### src/rtl/vickrey_auction_seq.sv
// Streaming sealed-bid auction: tracks best and second-best bid per round, reports winner/price on a held result handshake.
// Optional reserve-price floor is enabled with `define AUCTION_RESERVE_EN.
module vickrey_auction_seq #(
    parameter int N = 2,
    parameter int W = 8
) (
    input  logic           clk,
    input  logic           rst,
    input  logic [W-1:0]   bid,
    input  logic           bid_valid,
    input  logic           bid_last,
    output logic           bid_ready,
    input  logic           second_price,
`ifdef AUCTION_RESERVE_EN
    input  logic [W-1:0]   reserve,
`endif
    output logic           res_valid,
    input  logic           res_ready,
    output logic [N-1:0]   winner,
    output logic [W-1:0]   winning_bid,
    output logic [W-1:0]   price,
    output logic           sold,
    output logic [N:0]     num_bids
);

    typedef enum logic {COLLECT, RESULT} state_t;

    localparam logic [N:0] MAX_BIDS = (N+1)'(2**N);

    state_t         state_reg, state_next;
    logic [W-1:0]   best_reg, best_next;
    logic [W-1:0]   second_reg, second_next;
    logic [N-1:0]   widx_reg, widx_next;
    logic [N:0]     cnt_reg, cnt_next;
    logic           sp_reg, sp_next;
    logic [N-1:0]   winner_reg, winner_next;
    logic [W-1:0]   winning_bid_reg, winning_bid_next;
    logic [W-1:0]   price_reg, price_next;
    logic           sold_reg, sold_next;
    logic [N:0]     num_bids_reg, num_bids_next;

    logic           accept;
    logic           first_bid;
    logic           sp_eff;
    logic           close;
    logic [N:0]     cnt_inc;
    logic [W-1:0]   price_cand;

`ifdef AUCTION_RESERVE_EN
    logic [W-1:0]   reserve_reg, reserve_next;
    logic [W-1:0]   reserve_eff;
`endif

    assign bid_ready   = (state_reg == COLLECT);
    assign res_valid   = (state_reg == RESULT);
    assign winner      = winner_reg;
    assign winning_bid = winning_bid_reg;
    assign price       = price_reg;
    assign sold        = sold_reg;
    assign num_bids    = num_bids_reg;

    assign accept    = (state_reg == COLLECT) && bid_valid;
    assign first_bid = (cnt_reg == '0);
    // Mode is taken live on the opening bid so a one-bid round already sees it.
    assign sp_eff    = first_bid ? second_price : sp_reg;
    assign cnt_inc   = cnt_reg + 1'b1;
    assign close     = accept && (bid_last || (cnt_inc == MAX_BIDS));
`ifdef AUCTION_RESERVE_EN
    assign reserve_eff = first_bid ? reserve : reserve_reg;
`endif

    always_comb begin
        state_next       = state_reg;
        best_next        = best_reg;
        second_next      = second_reg;
        widx_next        = widx_reg;
        cnt_next         = cnt_reg;
        sp_next          = sp_reg;
        winner_next      = winner_reg;
        winning_bid_next = winning_bid_reg;
        price_next       = price_reg;
        sold_next        = sold_reg;
        num_bids_next    = num_bids_reg;
        price_cand       = '0;
`ifdef AUCTION_RESERVE_EN
        reserve_next     = reserve_reg;
`endif
        case (state_reg)
            COLLECT: begin
                if (accept) begin
                    cnt_next = cnt_inc;
                    if (first_bid) begin
                        sp_next = second_price;
`ifdef AUCTION_RESERVE_EN
                        reserve_next = reserve;
`endif
                    end
                    // Strict compare: an equal bid leaves the earlier winner but lifts the runner-up.
                    if (bid > best_reg) begin
                        second_next = best_reg;
                        best_next   = bid;
                        widx_next   = cnt_reg[N-1:0];
                    end else if (bid > second_reg) begin
                        second_next = bid;
                    end
                    if (close) begin
                        price_cand       = sp_eff ? second_next : best_next;
                        winner_next      = widx_next;
                        winning_bid_next = best_next;
                        price_next       = price_cand;
                        sold_next        = 1'b1;
                        num_bids_next    = cnt_inc;
`ifdef AUCTION_RESERVE_EN
                        if (best_next < reserve_eff) begin
                            winner_next      = '0;
                            winning_bid_next = '0;
                            price_next       = '0;
                            sold_next        = 1'b0;
                        end else if (price_cand < reserve_eff) begin
                            price_next = reserve_eff;
                        end
`endif
                        state_next = RESULT;
                    end
                end
            end
            RESULT: begin
                if (res_ready) begin
                    best_next   = '0;
                    second_next = '0;
                    widx_next   = '0;
                    cnt_next    = '0;
                    state_next  = COLLECT;
                end
            end
            default: state_next = COLLECT;
        endcase
    end

    always_ff @(posedge clk or posedge rst) begin
        if (rst) begin
            state_reg       <= COLLECT;
            best_reg        <= '0;
            second_reg      <= '0;
            widx_reg        <= '0;
            cnt_reg         <= '0;
            sp_reg          <= 1'b0;
            winner_reg      <= '0;
            winning_bid_reg <= '0;
            price_reg       <= '0;
            sold_reg        <= 1'b0;
            num_bids_reg    <= '0;
`ifdef AUCTION_RESERVE_EN
            reserve_reg     <= '0;
`endif
        end else begin
            state_reg       <= state_next;
            best_reg        <= best_next;
            second_reg      <= second_next;
            widx_reg        <= widx_next;
            cnt_reg         <= cnt_next;
            sp_reg          <= sp_next;
            winner_reg      <= winner_next;
            winning_bid_reg <= winning_bid_next;
            price_reg       <= price_next;
            sold_reg        <= sold_next;
            num_bids_reg    <= num_bids_next;
`ifdef AUCTION_RESERVE_EN
            reserve_reg     <= reserve_next;
`endif
        end
    end

endmodule

### config.mk
export PLATFORM = sky130hd
export DESIGN_NAME = vickrey_auction_seq
export DESIGN_NICKNAME = d
export VERILOG_FILES = /design/src/rtl/vickrey_auction_seq.sv
export SDC_FILE = /design/constraint.sdc
export NUM_CORES = 1
export LEC_CHECK = 0
export BUFFER_PORTS_ARGS = -buffer_cell sky130_fd_sc_hd__buf_4
export CAP_MARGIN = 20
export CORE_ASPECT_RATIO = 1.2
export CORE_MARGIN = 8
export CORE_UTILIZATION = 55
export CTS_CLUSTER_SIZE = 24
export DETAILED_ROUTE_END_ITERATION = 8
export PLACE_DENSITY_LB_ADDON = 0.2
export SYNTH_ARGS = -nofsm -noshare
export SYNTH_HDL_FRONTEND = slang
export SYNTH_SLANG_ARGS = --single-unit
### constraint.sdc
create_clock -name clk -period 2.5 [get_ports clk]
set_clock_uncertainty 0.1 [all_clocks]
set_input_delay 0.25 -clock clk [delete_from_list [all_inputs] [get_ports clk]]
set_output_delay 0.25 -clock clk [all_outputs]
set_load 0.1 [all_outputs]
==> results.py <==
metrics = {
    "synth": {
        "yosysSeqAreaShare_pct": 44.7,
        "synth_flop_cell": "dfrtp_1",
        "syn_area_mm2": 0.00252,
        "ys_warn_count": 0,
        "syn_nets": 302,
        "ys_ff_latch": 45,
        "synth.distinct_cells": 38,
        "postSynthCellCount": 269,
        "syn-mean-instance-area_um2": 9.37,
        "async_reset_ff_share_pct": 100,
        "synth_edf_count": 0,
    },
    "finish": {
        "num-nets-final": 353,
        "fin_util_pct": 69.0,
        "synthToLayoutAreaGrowth_pct": 23.0,
        "fill_cells": 380,
        "diodes": 0,
        "final_cell_mix": "57 x buf_4, 44 x dfrtp_1, 42 x nand2_1",
        "layout_commonest_cell": "buf_4",
        "multi_input_area_mm2": 0.00127,
        "seq_area_mm2": 0.00113,
        "layout-drive-gt1-share_pct": 24.6,
    },
    "worst_setup_path": {
        "crit_path_cell_trace": "inv_1, ha_1, and3_1, and3_1, o22ai_2, buf_4, mux2i_2, a2bb2oi_1, o21ai_1",
        "critPathArrivalTime_ns": 2.48,
        "cp.required_ns": 2.58,
        "critPathTopFamily": "compound AO/OA/AOI/OAI gates",
        "critical_path_buf_inv_count": 2,
        "cpPeakStageDelay_ns": 0.40,
        "slowest_stage": "dfrtp_1",
        "crit_top_cell": "and3_1",
        "endpoint_kind": "register",
        "cp_max_fo": 8,
        "critPathKind": "register to register",
        "critPathLaunchType": "register",
    },
    "sta": {
        "rsz0062_at_grt": "yes",
        "whs_ns": -0.0132,
        "report.final.slew_viol_count": 0,
        "fin_crit_ns": 2.40,
        "slew_headroom_pct": 61.9,
        "setup_slack_ns": 0.0995,
        "setup_tns_ns": 0,
        "min_period_over_period_pct": 96.0,
        "setup_violations": 0,
        "tightest_slew_ns": 0.572,
        "max_freq_mhz": 417,
        "hold_viol": 32,
    },
    "drt": {
        "drc": 0,
        "post_drt_via_cell_ratio": 5.72,
        "antenna_left": 0,
        "drt_first_pass_iters": 4,
        "totalWireLength_um": 6050,
        "drtIter0Drc": 99,
        "vias": 2169,
        "routedWlPerCell_um": 16.0,
    },
    "global_routing": {
        "first_global_vias": 2220,
        "grt_usage_pct": 17.6,
        "overflow": 0,
        "grt_max_degree": 46,
        "antenna_found_initial": 0,
        "grt_pass1_wl_um": 10300,
    },
    "floorplanning": {
        "rows": 27,
        "initial_core_util_pct": 56.1,
        "die_area_mm2": 0.00701,
        "fp.dieH_um": 90.2,
        "die_x_um": 77.8,
        "top_level_ports": 38,
        "core_mm2": 0.00449,
    },
    "place": {
        "dp_hpwl_um": 4420,
        "place_ws_ns": 0.0818,
        "port_buffers": 37,
        "place.gp.congestion": 0.823,
    },
    "cts": {
        "cts_root_buf": "clkbuf_8",
        "clk_pin_slew_ns": 0.08,
        "cts_tree": "yes",
        "clock_sinks": 45,
        "worst_skew_pair.late_latency_ns": 0.31,
        "numCtsBuffers": 5,
        "htree_num_levels": 2,
        "clk_path_buf_depth": 2,
        "ctsHoldBuffers": 0,
    },
    "status": {
        "violations": "hold timing",
        "status": "finished with violations",
    },
    "worst_hold_path": {
        "hp-class": "input pin to asynchronous set/reset pin",
    },
    "flow_run": {
        "cap_violations": 0,
    },
}
[cell families after synthesis]
group / share of synthesized area [%]
xor gates and xnor gates: 0.348
muxes: 3.58
and+or+nand+nor: 12.8
adders and majority gates: 9.43
buffers and inverters: 5.71
DFF: 44.7
AOI/OAI and AO/OA: 23.5
[area by class of cell]
class	instances	share of cell area, %
clock inverter	2	1.25
tap	58	2.34
timing repair buffer	58	14.2
clock buffer	6	2.34
inverter	20	2.54
sequential	45	36.4
multi-input combinational	190	41.0
[per-stage QoR]
stage	hold WS (ns)	instance area, µm²	std cells
finish	-0.0132	3100	379
detailed placement	0.330	2960	370
CTS	0.00203	3070	378
global route	0.0218	3100	379
floorplan	0.243	2520	269
global placement	0.329	2960	370
[path summary, 6_finish.rpt]
check	start	endpoint	slack, ns	depth (start not counted)
min reg2reg	sold$_DFFE_PP0P_	sold$_DFFE_PP0P_	0.37	1
min	rst	sp_reg$_DFFE_PP0P_	-0.01	3
max	best_reg[2]$_DFFE_PP0P_	price[0]$_DFFE_PP0P_	0.1	9
max in group asynchronous	rst	res_valid$_DFF_PP0_	1.91	3
min in group clk	res_ready	res_valid$_DFF_PP0_	0.03	2
max reg2reg	best_reg[2]$_DFFE_PP0P_	price[0]$_DFFE_PP0P_	0.1	9
[synth_stat cells (7+ instances only)]
cell type,number,area [µm²]
a211oi_2,8,100
a2bb2oi_1,8,70.1
clkbuf_1,10,37.5
dfrtp_1,45,1130
ha_1,19,238
inv_1,20,75.1
mux2i_1,9,90.1
nand2_1,42,158
nor2_1,7,26.3
nor3_1,7,35.0
o21ai_0,20,100
o21ai_1,32,160
[tightest hold or removal path, stage by stage]
cell and delay, ns:
buf_4 0.11, clkinv_1 0.03, buf_4 0.47
[per-layer routing]
| layer | vias up | GRT usage (%) | share of wire [%] |
|---|---|---|---|
| met5 | - | 0 | 0 |
| met3 | 6 | 3.69 | 5.1 |
| met2 | 52 | 29.9 | 50 |
| li1 | 1052 | - | - |
| met1 | 1059 | 21.4 | 43 |
| met4 | 0 | 5.68 | 1.2 |
[timing repair]
action / in CTS / in global routing
buffers inserted: 0 / 1
endpoints found under the setup margin: 0 / 23
gates resized for setup: 0 / 4
endpoints found under the hold margin: 0 / 0
Power is not shown: default switching activity piles up to over one toggle a cycle in this logic, so the estimate is an artifact.
